[src/rtl/clock_switch_ctrl.sv]
// rtl/clock_switch_ctrl.sv - core/io clock select sequencer
// Gates downstream clocks, checks io_clock activity, then flips the mux select.
module clock_switch_ctrl #(
  parameter int SETTLE_CYCLES = 8,
  parameter int WINDOW_CYCLES = 64,
  parameter int MIN_EDGES     = 4,
  parameter int CNT_W         = 8
) (
  input  logic             core_clock,
  input  logic             core_reset_n,
  input  logic             io_clock,
  input  logic             req_valid,
  input  logic             req_sel,
  output logic             req_ready,
  output logic             sel_out,
  output logic             gate_en,
  output logic             busy,
  output logic             done_pulse,
  output logic             fault,
  output logic [CNT_W-1:0] edge_count
);

  localparam int TMAX = (SETTLE_CYCLES > WINDOW_CYCLES) ? SETTLE_CYCLES : WINDOW_CYCLES;
  localparam int TW   = $clog2(TMAX + 1);

  typedef enum logic [2:0] {
    IDLE   = 3'd0,
    DRAIN  = 3'd1,
    CHECK  = 3'd2,
    SWITCH = 3'd3,
    HOLD   = 3'd4,
    DONE   = 3'd5
  } state_t;

  state_t            state;
  state_t            state_next;
  logic [TW-1:0]     timer;
  logic [2:0]        io_sync;
  logic              io_rise;
  logic              req_sel_q;
  logic [CNT_W-1:0]  edge_cnt;
  logic [CNT_W-1:0]  edge_sum;
  logic              edges_ok;
  logic              settle_end;
  logic              window_end;
  logic              accept;

  // io_sync[0] = s1, [1] = s2, [2] = s3; a rise is s2 & ~s3
  assign io_rise    = io_sync[1] & ~io_sync[2];
  assign accept     = req_valid & req_ready;
  assign settle_end = (timer == TW'(SETTLE_CYCLES - 1));
  assign window_end = (timer == TW'(WINDOW_CYCLES - 1));

  always_comb begin
    edge_sum = edge_cnt;
    if (io_rise && (edge_cnt != {CNT_W{1'b1}}))
      edge_sum = edge_cnt + CNT_W'(1);
  end

  assign edges_ok = (edge_sum >= CNT_W'(MIN_EDGES));

  always_comb begin
    state_next = state;
    case (state)
      IDLE:    if (accept) state_next = (req_sel == sel_out) ? DONE : DRAIN;
      DRAIN:   if (settle_end) state_next = req_sel_q ? CHECK : SWITCH;
      CHECK:   if (window_end) state_next = edges_ok ? SWITCH : DONE;
      SWITCH:  state_next = HOLD;
      HOLD:    if (settle_end) state_next = DONE;
      DONE:    state_next = IDLE;
      default: state_next = IDLE;
    endcase
  end

  always_ff @(posedge core_clock or negedge core_reset_n) begin
    if (!core_reset_n) begin
      state      <= IDLE;
      timer      <= '0;
      io_sync    <= '0;
      req_sel_q  <= 1'b0;
      edge_cnt   <= '0;
      edge_count <= '0;
      sel_out    <= 1'b0;
      gate_en    <= 1'b1;
      busy       <= 1'b0;
      req_ready  <= 1'b1;
      done_pulse <= 1'b0;
      fault      <= 1'b0;
    end else begin
      state   <= state_next;
      io_sync <= {io_sync[1:0], io_clock};

      if ((state_next != state) || (state == IDLE))
        timer <= '0;
      else
        timer <= timer + TW'(1);

      if ((state == IDLE) && accept) begin
        req_sel_q <= req_sel;
        fault     <= 1'b0;
      end

      // Counter only runs inside the window, so it restarts from zero on every CHECK entry
      if (state == CHECK) begin
        edge_cnt <= edge_sum;
        if (window_end) begin
          edge_count <= edge_sum;
          if (!edges_ok)
            fault <= 1'b1;
        end
      end else begin
        edge_cnt <= '0;
      end

      if (state == SWITCH)
        sel_out <= req_sel_q;

      gate_en    <= !((state == DRAIN) || (state == CHECK) ||
                      (state == SWITCH) || (state == HOLD));
      done_pulse <= (state == DONE);
      busy       <= (state_next != IDLE);
      req_ready  <= (state_next == IDLE);
    end
  end

endmodule

[config.mk]
export PLATFORM = sky130hd
export DESIGN_NAME = clock_switch_ctrl
export DESIGN_NICKNAME = d
export VERILOG_FILES = /design/src/rtl/clock_switch_ctrl.sv
export SDC_FILE = /design/constraint.sdc
export NUM_CORES = 1
export LEC_CHECK = 0
export ABC_AREA = 1
export CAP_MARGIN = 20
export CORE_MARGIN = 2
export CORE_UTILIZATION = 50
export CTS_BUF_LIST = sky130_fd_sc_hd__clkbuf_8
export DETAILED_ROUTE_END_ITERATION = 10
export PLACE_DENSITY = 0.73
export SYNTH_ARGS = -nofsm -noshare
export SYNTH_HDL_FRONTEND = slang
export SYNTH_SLANG_ARGS = --single-unit
[constraint.sdc]
create_clock -name core_clock -period 2.55 [get_ports core_clock]
set_input_delay 0.51 -clock core_clock [delete_from_list [all_inputs] [get_ports core_clock]]
set_output_delay 0.51 -clock core_clock [all_outputs]
set_load 0.01 [all_outputs]
# == Word-level counts from Yosys, hierarchy flattened ==
# Cells that the tools add are included.
# word_totals
register_bits,36
mem_bits_ro,0
memories,0
word_cells,54
ramBits,0
latchBits,0
# op_classes
shift,0
eq_ne,10
n_reduce_logical,11
bitwise_logic,3
mul,0
n_mux,15
n_lt_le_gt_ge,1
n_addsub,2
div_mod_pow,0
# ops
cell,n
$mux 3,6
$mux 8,2
$pmux 3 s5,1
$add 8x1->8 const B,1
$ge 8x3->1 const B,1
$ne 8x8->1 const B,1
$add 7x1->7 const B,1
$eq 7x3->1 const B,1
$eq 7x6->1 const B,1
$mux 7,1
$eq 3x2->1 const B,2
$eq 3x3->1 const B,2
$logic_not 3->1,2
$mux 1,5
$logic_or 1x1->1,4
$eq 3x1->1 const B,1
$ne 3x3->1,1
$reduce_bool 3->1,1
$and 1x1->1,2
$logic_and 1x1->1,2
$reduce_and 2->1,1
$eq 1x1->1,1
$logic_not 1->1,1
$not 1->1,1

# == Longest topological paths before layout ==
# depth
word_depth,11
mapped_depth,14

# == Least setup slack after synthesis ==
# Ideal clock, no wire load.
# synth_timing
path_kind,flip-flop to flip-flop
start,register timer[0]
end,register timer[0]
t_arrival_ns,1.504
setup_time_ns,0.071
slack_ns,0.976
required_ns,2.479
stages_incl_launch_ff,11
synth_period_minus_slack_ns,1.574
cell_sequence,dfrtp_1 > ha_1 > nand2_1 > inv_2 > nand3_1 > inv_1 > o21ai_1 > nand4_2 > a21oi_2 > nand3_4 > nor2_2
# synth_between
elab_chain_len,6
word_cells_on_any_way,10
# synth_rtl
item,line_no,text
from (decl),37,logic [TW-1:0] timer;
from (signal assigned),96,timer <= timer + TW'(1);
$eq 7x3->1 / $eq 7x6->1 (equally long branches),"51, 52",
"$mux 3, on equally long branches","69, 66, 67",
$pmux 3 s5 (*),64,case (state)
named net state_next[0],36,state_t state_next;
$ne 3x3->1 (*),93,if ((state_next != state) || (state == IDLE))
$logic_or 1x1->1 (*),93,
$mux 7 (*),93,
# Mark *: on every way through the listed nets, which the timed path passes. The rest lies on a longest branch.
# A chain may end at the register's enable or synchronous reset.

# == Worst setup path in the final report ==
# layout_timing
start,register timer[0]
end,register timer[6]
# The elaborated chain is that of the path after synthesis.

==> results.md <==
Status:
- The flow ran to the end, and the final reports show no timing, DRC or antenna violations.

Critical path:
- The maximum net fanout on the critical path is 18.
- The worst setup path is captured at a register.
- The reg-to-reg setup timing slack is 690 ps.
- At the worst endpoint, the arrival time is 2080 ps.
- STA classifies the critical path startpoint as a register.
- The number of cells on the worst reg-to-reg path is 10.
- The worst endpoint required time is 2770 ps.
- The critical path class is reg -> reg.

Timing:
- The worst path uses 73.0% of the clock period.
- Based on the critical path, the design can be clocked at up to 0.537 GHz.
- Measured against its own limit, the worst slew margin works out to 70.2%.
- For the pin with the worst max-slew slack, the measured transition is 444 ps.
- The clock period could shrink to 1860 ps.
- Setup violations remaining at the end of the flow were counted as 0.
- The worst-case clock skew is 5.67 ps.
- The count of pins over their slew limit was 0.
- The count of final hold-check violations is 0.
- Setup repair after global routing left no endpoint under its margin.
- The total negative slack is 0 ps.

Layout:
- The post-route standard cell area excluding fillers is 0.00217 sq mm.
- After the last flow step, the layout net total stands at 235.
- The antenna diode instance count is 0.
- From synthesis to final layout, the design area changed by 20.5%.
- The share of final-layout standard cells stronger than drive strength 1 is 23.1%.

Clock network:
- Counting every sink on the clock net gives 36.
- Clock tree synthesis inserted a total of 5 buffers.
- In this run the deepest clock path goes through 2 buffers.
- TritonCTS built the clock tree.
- The root buffer cell is sky130_fd_sc_hd__clkbuf_8.
- Once the clock tree was built, the resizer swapped 0 gates to a different size.
- In this run the post-CTS setup repair buffer count came out at 0.
- Clock-pin slew was measured on the worst setup and hold paths at 70 ps.
- The H-tree level count is 2.
- In this run, post-CTS hold repair placed 0 buffers.
- At the later pin of the worst-skew pair, clock insertion delay measures 290 ps.

Synthesis:
- Synthesis handed over a netlist of 203 instances.
- The mean instance size in the synthesized netlist is 8.86 sq um.
- The synthesized netlist occupies a cell area of 0.00180 sq mm.
- Synthesis produced a netlist with a net count of 210.
- The number of enable flip-flop cells after synthesis is 0.
- The number of different library cells in the post-synthesis netlist is 29.
- For this run, the register share of the synthesized area comes to 50.2%.
- In this run, synthesis produced a sequential element count of 36.
- The proportion of synthesized flip-flops having asynchronous set or reset is 100%.
- The most used flip-flop cell after synthesis is sky130_fd_sc_hd__dfrtp_1.
- Yosys printed 0 warnings.

Drt:
- The average wire per cell in the routed design is 11.4 um.
- Summing over every cut layer, the via total after detailed routing is 1345.
- The total DRC errors in the routed layout is 0.
- The number of nets still failing antenna checks after routing is 0.
- The violation count after the first detailed-route iteration is 70.
- The length of the first detailed-routing pass in iterations is 4.
- Using the TritonRoute via totals, the vias-per-cell ratio works out to 4.89.
- The detailed-route wire length is 3130 um.

GRT:
- The global router's overall resource usage is 17.6%.
- The first-pass GRT wire length is 5480 um.
- The initial antenna violation count is 0.
- Entering global routing, the biggest net connects 37 pins.
- After global routing the overflow that remains totals 0.
- The number of global-route vias before repair is 1273.

Place:
- The final RePlAce weighted congestion is 0.832.
- The number of input and output port buffers inserted is 18.
- The placed wire-length estimate is 2320 um.
- The placed cell area is 0.00204 sq mm.

Power:
- The post-layout total power is 1.63 mW.
- In this run the power density over the cells is 752 mW/mm^2.
- The peak supply drop is 0.403 mV.
- The reported leakage power is 1.03 nW.

Floorplanning:
- 19 I/O pins were placed.
- The floorplan has 21 rows.
- The horizontal extent of the die is 64.0 um.
- The height of the die is 64.0 um.
- The initial core utilization is 53.0%.
- The total core area is 0.00339 sq mm.
- The total die area is 0.00409 sq mm.

Flow run:
- Across the run, the number of max-cap violations was 0.

Worst hold path:
- The number of cells on the worst hold path is 0.
- The path class of the lowest-slack min-delay path is reg -> reg.
[cell families (layout without fill, tap and decap cells)]
| kind of cell | Yosys count | count (layout) | share of synthesized area, % |
|---|---|---|---|
| and+or+nand+nor | 111 | 111 | 32.8 |
| DFF | 36 | 36 | 50.2 |
| buffers and inverters | 29 | 55 | 6.05 |
| AOI/OAI and AO/OA | 16 | 16 | 5.01 |
| xor gates and xnor gates | 8 | 8 | 3.90 |
| adders and majority gates | 2 | 2 | 1.39 |
| muxes | 1 | 1 | 0.557 |
[area by class of cell]
type / instances / area [sq um]
Sequential cell: 36 / 903
Clock buffer: 7 / 96.3
Clock inverter: 1 / 30.0
Fill cell: 293 / 1220
Timing Repair Buffer: 19 / 188
Tap cell: 46 / 57.6
Multi-Input combinational cell: 138 / 786
Inverter: 28 / 105
[critical path, stage by stage, from the launching register on]
cell                      delay (ps)
sky130_fd_sc_hd__dfrtp_1         410
sky130_fd_sc_hd__ha_1            240
sky130_fd_sc_hd__nand2_1          90
sky130_fd_sc_hd__inv_2            50
sky130_fd_sc_hd__nand4_2          80
sky130_fd_sc_hd__nor2_2           60
sky130_fd_sc_hd__nand2_2         240
sky130_fd_sc_hd__nand4_2         190
sky130_fd_sc_hd__a21oi_2         200
sky130_fd_sc_hd__nand3_4         150
sky130_fd_sc_hd__nor2_2          110
[placed cells by master (no fill, tap or decap), types with 2 or more instances in the layout]
| cell type | Yosys | layout |
|---|---|---|
| sky130_fd_sc_hd__nand2_4 | 3 | 3 |
| sky130_fd_sc_hd__clkdlybuf4s50_1 | 0 | 18 |
| sky130_fd_sc_hd__nand2_2 | 10 | 10 |
| sky130_fd_sc_hd__dfstp_2 | 2 | 2 |
| sky130_fd_sc_hd__ha_1 | 2 | 2 |
| sky130_fd_sc_hd__nand3_2 | 2 | 2 |
| sky130_fd_sc_hd__inv_2 | 6 | 6 |
| sky130_fd_sc_hd__xnor2_1 | 3 | 3 |
| sky130_fd_sc_hd__nand2_1 | 38 | 38 |
| sky130_fd_sc_hd__a21oi_2 | 2 | 2 |
| sky130_fd_sc_hd__clkbuf_8 | 0 | 7 |
| sky130_fd_sc_hd__nor2_2 | 12 | 12 |
| sky130_fd_sc_hd__nor2_1 | 22 | 22 |
| sky130_fd_sc_hd__nand4_2 | 2 | 2 |
| sky130_fd_sc_hd__o21ai_0 | 9 | 9 |
| sky130_fd_sc_hd__nor3_2 | 3 | 3 |
| sky130_fd_sc_hd__o21ai_1 | 3 | 3 |
| sky130_fd_sc_hd__dfrtp_1 | 34 | 34 |
| sky130_fd_sc_hd__inv_1 | 22 | 22 |
| sky130_fd_sc_hd__xor2_1 | 5 | 5 |
| sky130_fd_sc_hd__nand3_1 | 13 | 13 |
[flip-flops by register name (all words and copies together), names as in the netlist]
register and cells:
req_ready 1, state 3, edge_cnt 8, edge_count 8, req_sel_q 1, gate_en 1
done_pulse 1, timer 7, busy 1, io_sync 3, sel_out 1, fault 1
[path summary, 6_finish.rpt]
kind                                       from                    end
min reg2reg                io_sync[0]$_DFF_PN0_   io_sync[1]$_DFF_PN0_
max in group asynchronous          core_reset_n      gate_en$_DFF_PN1_
max                          timer[0]$_DFF_PN0_     timer[6]$_DFF_PN0_
min in group asynchronous          core_reset_n  edge_cnt[6]$_DFF_PN0_
max reg2reg                  timer[0]$_DFF_PN0_     timer[6]$_DFF_PN0_
min                        io_sync[0]$_DFF_PN0_   io_sync[1]$_DFF_PN0_
[metal layers]
metal / track usage, % / vias to the layer above / routed length [um]
met2: 28.3 / 20 / 1520
met5: 0 / - / 0
met3: 3.17 / 6 / 80
met4: 10.6 / 0 / 64
li1: - / 686 / -
met1: 22.0 / 633 / 1470
[synth_stat cells (all sizes together) (2+ instances only)]
| cell | instances | area share (%) |
|---|---|---|
| inv | 28 | 5.8 |
| o21ai | 12 | 3.3 |
| ha | 2 | 1.4 |
| a21oi | 3 | 1.3 |
| xnor2 | 3 | 1.5 |
| nand4 | 3 | 1.7 |
| nand2 | 51 | 13 |
| xor2 | 5 | 2.4 |
| dfstp | 2 | 2.9 |
| nor2 | 35 | 9.4 |
| nand3 | 16 | 5.7 |
| nor3 | 4 | 1.9 |
| dfrtp | 34 | 47 |
[metrics by stage]
step	utilization, %	setup WS (ps)	instances	hold WS (ps)
final	63.9	688	275	352
after global routing	63.9	500	275	360
after floorplan	-	976	203	214
after detailed placement	60.2	690	267	341
after CTS	63.9	666	275	357
after global placement	60.2	697	267	333
[report_power, final]
| part | switching, mW | leakage, nW | internal (mW) |
|---|---|---|---|
| logic | 0.235 | 0.488 | 0.155 |
| clock network | 0.194 | 0.0645 | 0.345 |
| registers | 0.0489 | 0.480 | 0.650 |
Note: power is estimated with default switching activity, not from simulation.
